--- src/rtl/keypad_pkg.sv ---
// Shared types and constants for the 4x4 keypad scanner: FSM states, default dwell,
// the (row, col) -> hex keymap and a one-hot to index helper.
package keypad_pkg;

   typedef enum logic {
      SCAN,
      HOLD
   } state_t;

   localparam int SCAN_DIV_DEFAULT = 48000;

   // Indexed {row_idx, col_idx}; entry 15 (row3, col3) is listed first.
   localparam logic [15:0][3:0] KEYMAP = {
      4'hD, 4'hF, 4'h0, 4'hE,
      4'hC, 4'h9, 4'h8, 4'h7,
      4'hB, 4'h6, 4'h5, 4'h4,
      4'hA, 4'h3, 4'h2, 4'h1
   };

   // Index of the lowest set bit; 0 when nothing is set.
   function automatic logic [1:0] low_index(input logic [3:0] active);
      logic [1:0] idx;
      idx = 2'd0;
      for (int i = 3; i >= 0; i--) begin
         if (active[i]) idx = 2'(i);
      end
      return idx;
   endfunction

endpackage

--- src/rtl/keypad_sync2.sv ---
// Two-flop synchronizer for the 4 asynchronous keypad row lines.
// Resets to all-high so an idle keypad is seen during and after reset.
module sync2 (
   input  logic       clk,
   input  logic       reset,
   input  logic [3:0] raw,
   output logic [3:0] synced
);

   logic [3:0] meta;

   always_ff @(posedge clk) begin
      if (reset) begin
         meta   <= 4'hF;
         synced <= 4'hF;
      end else begin
         meta   <= raw;
         synced <= meta;
      end
   end

endmodule

--- src/rtl/keypad_scanner.sv ---
// 4x4 matrix keypad scanner: rotates an active-low column drive, latches the first closure as a
// hex code and holds that column until release. KEYPAD_GHOST_REJECT_EN rejects multi-row closures.
module keypad_scanner
   import keypad_pkg::*;
#(
   parameter int SCAN_DIV = SCAN_DIV_DEFAULT
) (
   input  logic       clk,
   input  logic       reset,
   input  logic [3:0] rows,
   output logic [3:0] cols,
   output logic [3:0] key_code,
   output logic       key_pressed
);

   localparam int CW = (SCAN_DIV > 1) ? $clog2(SCAN_DIV) : 1;
   localparam logic [CW-1:0] LAST = CW'(SCAN_DIV - 1);

   logic [3:0]    rows_sync;
   logic [3:0]    row_low;
   logic [CW-1:0] dwell;
   logic          sample;
   logic          any_low;
   logic          press_ok;
   state_t        state, state_nxt;
   logic [3:0]    cols_nxt;
   logic [3:0]    code_nxt;
   logic          pressed_nxt;

   sync2 u_sync (
      .clk    (clk),
      .reset  (reset),
      .raw    (rows),
      .synced (rows_sync)
   );

   assign row_low = ~rows_sync;
   assign any_low = |row_low;
   assign sample  = (dwell == LAST);

`ifdef KEYPAD_GHOST_REJECT_EN
   // More than one row low in a column is ambiguous (possible ghosting): treat as idle.
   assign press_ok = any_low && ((row_low & (row_low - 4'd1)) == 4'd0);
`else
   assign press_ok = any_low;
`endif

   always_ff @(posedge clk) begin
      if (reset) begin
         dwell <= '0;
      end else if (sample) begin
         dwell <= '0;
      end else begin
         dwell <= dwell + 1'b1;
      end
   end

   always_ff @(posedge clk) begin
      if (reset) begin
         state       <= SCAN;
         cols        <= 4'b1110;
         key_code    <= 4'h0;
         key_pressed <= 1'b0;
      end else begin
         state       <= state_nxt;
         cols        <= cols_nxt;
         key_code    <= code_nxt;
         key_pressed <= pressed_nxt;
      end
   end

   always_comb begin
      state_nxt   = state;
      cols_nxt    = cols;
      code_nxt    = key_code;
      pressed_nxt = key_pressed;
      case (state)
         SCAN: begin
            if (sample) begin
               if (press_ok) begin
                  code_nxt    = KEYMAP[{low_index(row_low), low_index(~cols)}];
                  pressed_nxt = 1'b1;
                  state_nxt   = HOLD;
               end else begin
                  cols_nxt = {cols[2:0], cols[3]};
               end
            end
         end
         HOLD: begin
            // Only a full release leaves HOLD; extra rows in this column never change the code.
            if (sample && !any_low) begin
               pressed_nxt = 1'b0;
               cols_nxt    = {cols[2:0], cols[3]};
               state_nxt   = SCAN;
            end
         end
         default: begin
            state_nxt = SCAN;
         end
      endcase
   end

endmodule

--- config.mk ---
export PLATFORM = sky130hd
export DESIGN_NAME = keypad_scanner
export DESIGN_NICKNAME = d
export VERILOG_FILES = /design/src/rtl/keypad_pkg.sv /design/src/rtl/keypad_sync2.sv /design/src/rtl/keypad_scanner.sv
export SDC_FILE = /design/constraint.sdc
export NUM_CORES = 1
export LEC_CHECK = 0
export ABC_AREA = 1
export BUFFER_PORTS_ARGS = -buffer_cell sky130_fd_sc_hd__buf_2
export CAP_MARGIN = 20
export CORE_MARGIN = 8
export CORE_UTILIZATION = 53
export CTS_CLUSTER_DIAMETER = 30
export CTS_CLUSTER_SIZE = 40
export DETAILED_ROUTE_END_ITERATION = 16
export GPL_TIMING_DRIVEN = 0
export PLACE_DENSITY = 0.83
export RECOVER_POWER = 50
export SLEW_MARGIN = 20
export SYNTH_ARGS = -nofsm -noshare
export SYNTH_HDL_FRONTEND = slang
export SYNTH_SLANG_ARGS = --single-unit
export TNS_END_PERCENT = 5
--- constraint.sdc ---
create_clock -name clk -period 1.3 [get_ports clk]
set_input_delay 0.195 -clock clk [delete_from_list [all_inputs] [get_ports clk]]
set_output_delay 0.195 -clock clk [all_outputs]
set_load 0.005 [all_outputs]
==> impl_metrics.ini <==
[critical_path]
crit-reg2reg-launch = cols[3]
critical_path_class = reg -> reg
rr_worst_depth = 12
worst_setup_path_end_kind = register
required_ns = 1.60
worstReg2RegEnd = key_code[3]
worst-endpoint-arrival_ns = 1.67
crit_fanout = 4
worst_r2r_setup_slack_ns = -0.07
cp-start-kind = register

[synthesis]
asyncSetResetFlopFracSynth_pct = 0
leading_register_cell_type_out_of_synthesis = sky130_fd_sc_hd__dfxtp_1
syn-num-nets = 259
ys_ff_latch = 34
synth.avg_cell_area_um2 = 7.28
syn-instance-count = 247
synth_sequential_area_ratio_pct = 37.8
post_synth_instance_area_um2 = 1800
ys.warnings.count = 0
yosys.cell_types.count = 31
number_of_enable_flip_flop_cells_after_synthesis = 0

[pwr]
power.share.combinational_pct = 6.0
total_power_consumption_of_the_routed_design_mw = 2.10
total_leakage_power_nw = 1.02
cellInternalPower_mw = 1.64
pwr-share-clk_pct = 42.9
net-switching-power_uw = 465
switching_share_pct = 22.1
peakVddDrop_uv = 557
power-per-cell-area_nw_per_um2 = 961
sequentialPowerShare_pct = 51.1

[timing]
final_max_slew_viol_count = 0
setup_viol = 20
fin_worst_skew_ns = 0.0120
unrepaired_setup_endpoints_after_global_routing = yes
worst_pin_slew_ns = 0.315
finalWorstPathRequiredPeriod_ns = 1.37
max_slew_margin_pct = 78.9
clock.fmax_mhz = 730
hold_violations = 0
fin_ws_ns = -0.0697
hold-worst-slack_ns = 0.0243
period_utilization_post_route_pct = 105

[route]
num_vias = 1515
post_drt_via_cell_ratio = 4.72
postRouteWirelength_um = 3290
final_antenna_net_count = 0
drc = 0
detail_route.first_pass.iterations = 4
routed_wire_length_per_instance_um = 10.2
drtIter0Drc = 79

[global_routing]
globalRoute.totalOverflow = 0
grt.total_usage_pct = 13.4
grt_pass1_wl_um = 5720
first_global_vias = 1440
grt_start_max_net_pins = 13
grt_antenna_before_repair = 0

[min_path]
worst_hold_path.num_cells = 2
hold_path_end = u_sync.meta[1]
hold_path_class = in -> reg
worstHoldStart = rows[1]

[clocking]
clkTransAtPathRegs_ns = 0.11
cts.htree.levels = 2
clock_tree.root_cell = sky130_fd_sc_hd__clkbuf_4
worst_skew_pair.late_latency_ns = 0.35
clock_sinks = 34
cts_buffers = 5
clock_tree_from_tritoncts = yes
cts_max_path_buffers = 2

[place]
postPlaceCellArea_um2 = 1970
place_hpwl_um = 2290
placement.io_buffers = 13
worst_case_setup_slack_after_placement_ns = -0.137
gpl.final_weighted_congestion = 0.859

[floorplanning]
floorplan.die.width_um = 74.3
top_level_ports = 15
floorplan.initialDensity_pct = 54.3
die_height_um = 74.3
num_rows = 21
die-area_um2 = 5520
core_um2 = 3310

[final_layout]
antenna_diode_count = 0
final_layout_size_suffix_gt1_share_pct = 38.9
area_delta_synth_final_pct = 21.5
seq_area_um2 = 706
fin_nets = 286
layout.cell_area.non_filler_um2 = 2190
multi_input_area_um2 = 1010
nFillCells = 282

[run_status]
run_status = finished with violations
failed_checks = setup timing

[flow_run]
drv.max_cap_violation_count = 0
per-stage QoR:
stage / utilization, % / TNS [ns] / std cells
floorplan: - / -0.0114 / 247
global placement: 59.6 / -1.61 / 306
detailed placement: 59.6 / -2.20 / 306
CTS: 65.0 / -0.790 / 321
global route: 66.0 / -2.52 / 321
finish: 66.0 / -0.665 / 321
power groups by stage:
stage	Combinational, mW	Sequential [mW]	Clock (mW)
2_1_floorplan	0.0859	1.10	0
3_3_place_gp	0.104	1.10	0
3_5_place_dp	0.106	1.10	0
4_1_cts	0.122	1.07	0.930
5_1_grt	0.143	1.08	0.968
6_report	0.126	1.07	0.902
layout make-up:
cell class	count	share of cell area (%)
Clock buffer	6	2.86
Sequential cell	34	32.3
Tap cell	46	2.63
Buffer	2	1.26
Timing Repair Buffer	20	5.32
Inverter	43	7.73
Multi-Input combinational cell	168	46.1
Clock inverter	2	1.77
cell families after synthesis:
group,count (synthesis),share of synthesized area (%)
AND/OR/NAND/NOR,146,41.0
buffers and inverters,45,10.6
flip-flops,34,37.8
AO/OA/AOI/OAI,11,3.89
adder cells (fa/ha/maj),6,4.17
XOR/XNOR,5,2.43
worst max-delay path by stage:
stage / from / slack, ns / depth (start not counted) / to
finish: cols[3] / -0.07 / 12 / key_code[3]
global route: cols[3] / -0.19 / 12 / key_code[2]
CTS: dwell[0] / -0.06 / 9 / dwell[13]
detailed placement: dwell[1] / -0.14 / 9 / dwell[0]
global placement: dwell[1] / -0.11 / 9 / dwell[13]
floorplan: cols[3] / -0.004 / 11 / key_code[1]
metal layers:
layer / global-route usage, % / wire [um]
met5: 0 / 0
met2: 22.3 / 1490
met3: 5.12 / 210
met1: 13.6 / 1470
met4: 9.35 / 112
synth_stat cells (3+ instances only):
library cell	number	share of area, %
sky130_fd_sc_hd__nor3_1	4	1.1
sky130_fd_sc_hd__o21ai_0	3	0.83
sky130_fd_sc_hd__xor2_1	4	1.9
sky130_fd_sc_hd__nand2_1	64	13
sky130_fd_sc_hd__nor2_1	25	5.2
sky130_fd_sc_hd__dfxtp_1	34	38
sky130_fd_sc_hd__nand4_1	4	1.4
sky130_fd_sc_hd__inv_1	37	7.7
sky130_fd_sc_hd__nand3_1	15	4.2
sky130_fd_sc_hd__nor2_2	8	2.8
sky130_fd_sc_hd__a21oi_2	4	1.9
sky130_fd_sc_hd__a21oi_1	3	0.83
sky130_fd_sc_hd__inv_4	3	1.0
sky130_fd_sc_hd__nand2_2	5	1.7
sky130_fd_sc_hd__nor2_4	3	1.9
sky130_fd_sc_hd__or2_2	9	3.1
sky130_fd_sc_hd__ha_1	6	4.2
registers in the layout, summed over array words and instances (netlist names), named ones only:
register,flops
key_pressed,1
u_sync.synced,4
cols,4
key_code,4
dwell,16
u_sync.meta,4
critical path, cell delays in order (launching register included):
cell	delay (ns)
sky130_fd_sc_hd__dfxtp_4	0.37
sky130_fd_sc_hd__nand2_1	0.09
sky130_fd_sc_hd__inv_2	0.05
sky130_fd_sc_hd__nor2_4	0.10
sky130_fd_sc_hd__inv_2	0.06
sky130_fd_sc_hd__ha_1	0.18
sky130_fd_sc_hd__inv_1	0.08
sky130_fd_sc_hd__nand3_2	0.09
sky130_fd_sc_hd__nand2_1	0.09
sky130_fd_sc_hd__nand2_1	0.05
sky130_fd_sc_hd__nand2_1	0.05
sky130_fd_sc_hd__nor2_1	0.04
sky130_fd_sc_hd__nor2_1	0.09
cell usage in the layout, fill, tap and decap left out, types with 2 or more instances in the layout:
master,instances
sky130_fd_sc_hd__a21oi_1,2
sky130_fd_sc_hd__a21oi_2,4
sky130_fd_sc_hd__buf_2,12
sky130_fd_sc_hd__buf_4,8
sky130_fd_sc_hd__clkbuf_4,5
sky130_fd_sc_hd__clkinv_1,2
sky130_fd_sc_hd__dfxtp_1,20
sky130_fd_sc_hd__dfxtp_2,11
sky130_fd_sc_hd__dfxtp_4,3
sky130_fd_sc_hd__ha_1,3
sky130_fd_sc_hd__ha_2,2
sky130_fd_sc_hd__inv_1,29
sky130_fd_sc_hd__inv_2,9
sky130_fd_sc_hd__inv_4,3
sky130_fd_sc_hd__nand2_1,58
sky130_fd_sc_hd__nand2_2,11
sky130_fd_sc_hd__nand3_1,13
sky130_fd_sc_hd__nand3_2,3
sky130_fd_sc_hd__nand4_1,4
sky130_fd_sc_hd__nor2_1,23
sky130_fd_sc_hd__nor2_2,9
sky130_fd_sc_hd__nor2_4,4
sky130_fd_sc_hd__nor3_1,2
sky130_fd_sc_hd__nor3_2,3
sky130_fd_sc_hd__o21ai_0,3
sky130_fd_sc_hd__or2_2,9
sky130_fd_sc_hd__xor2_1,4
repair_timing:
item	4_1_cts	5_1_grt
endpoints found under the setup margin	22	25
pin swaps	9	4
buffers inserted	7	0
resized for setup	12	15
hold buffers	0	0
Note: power is estimated with default switching activity, not from simulation.
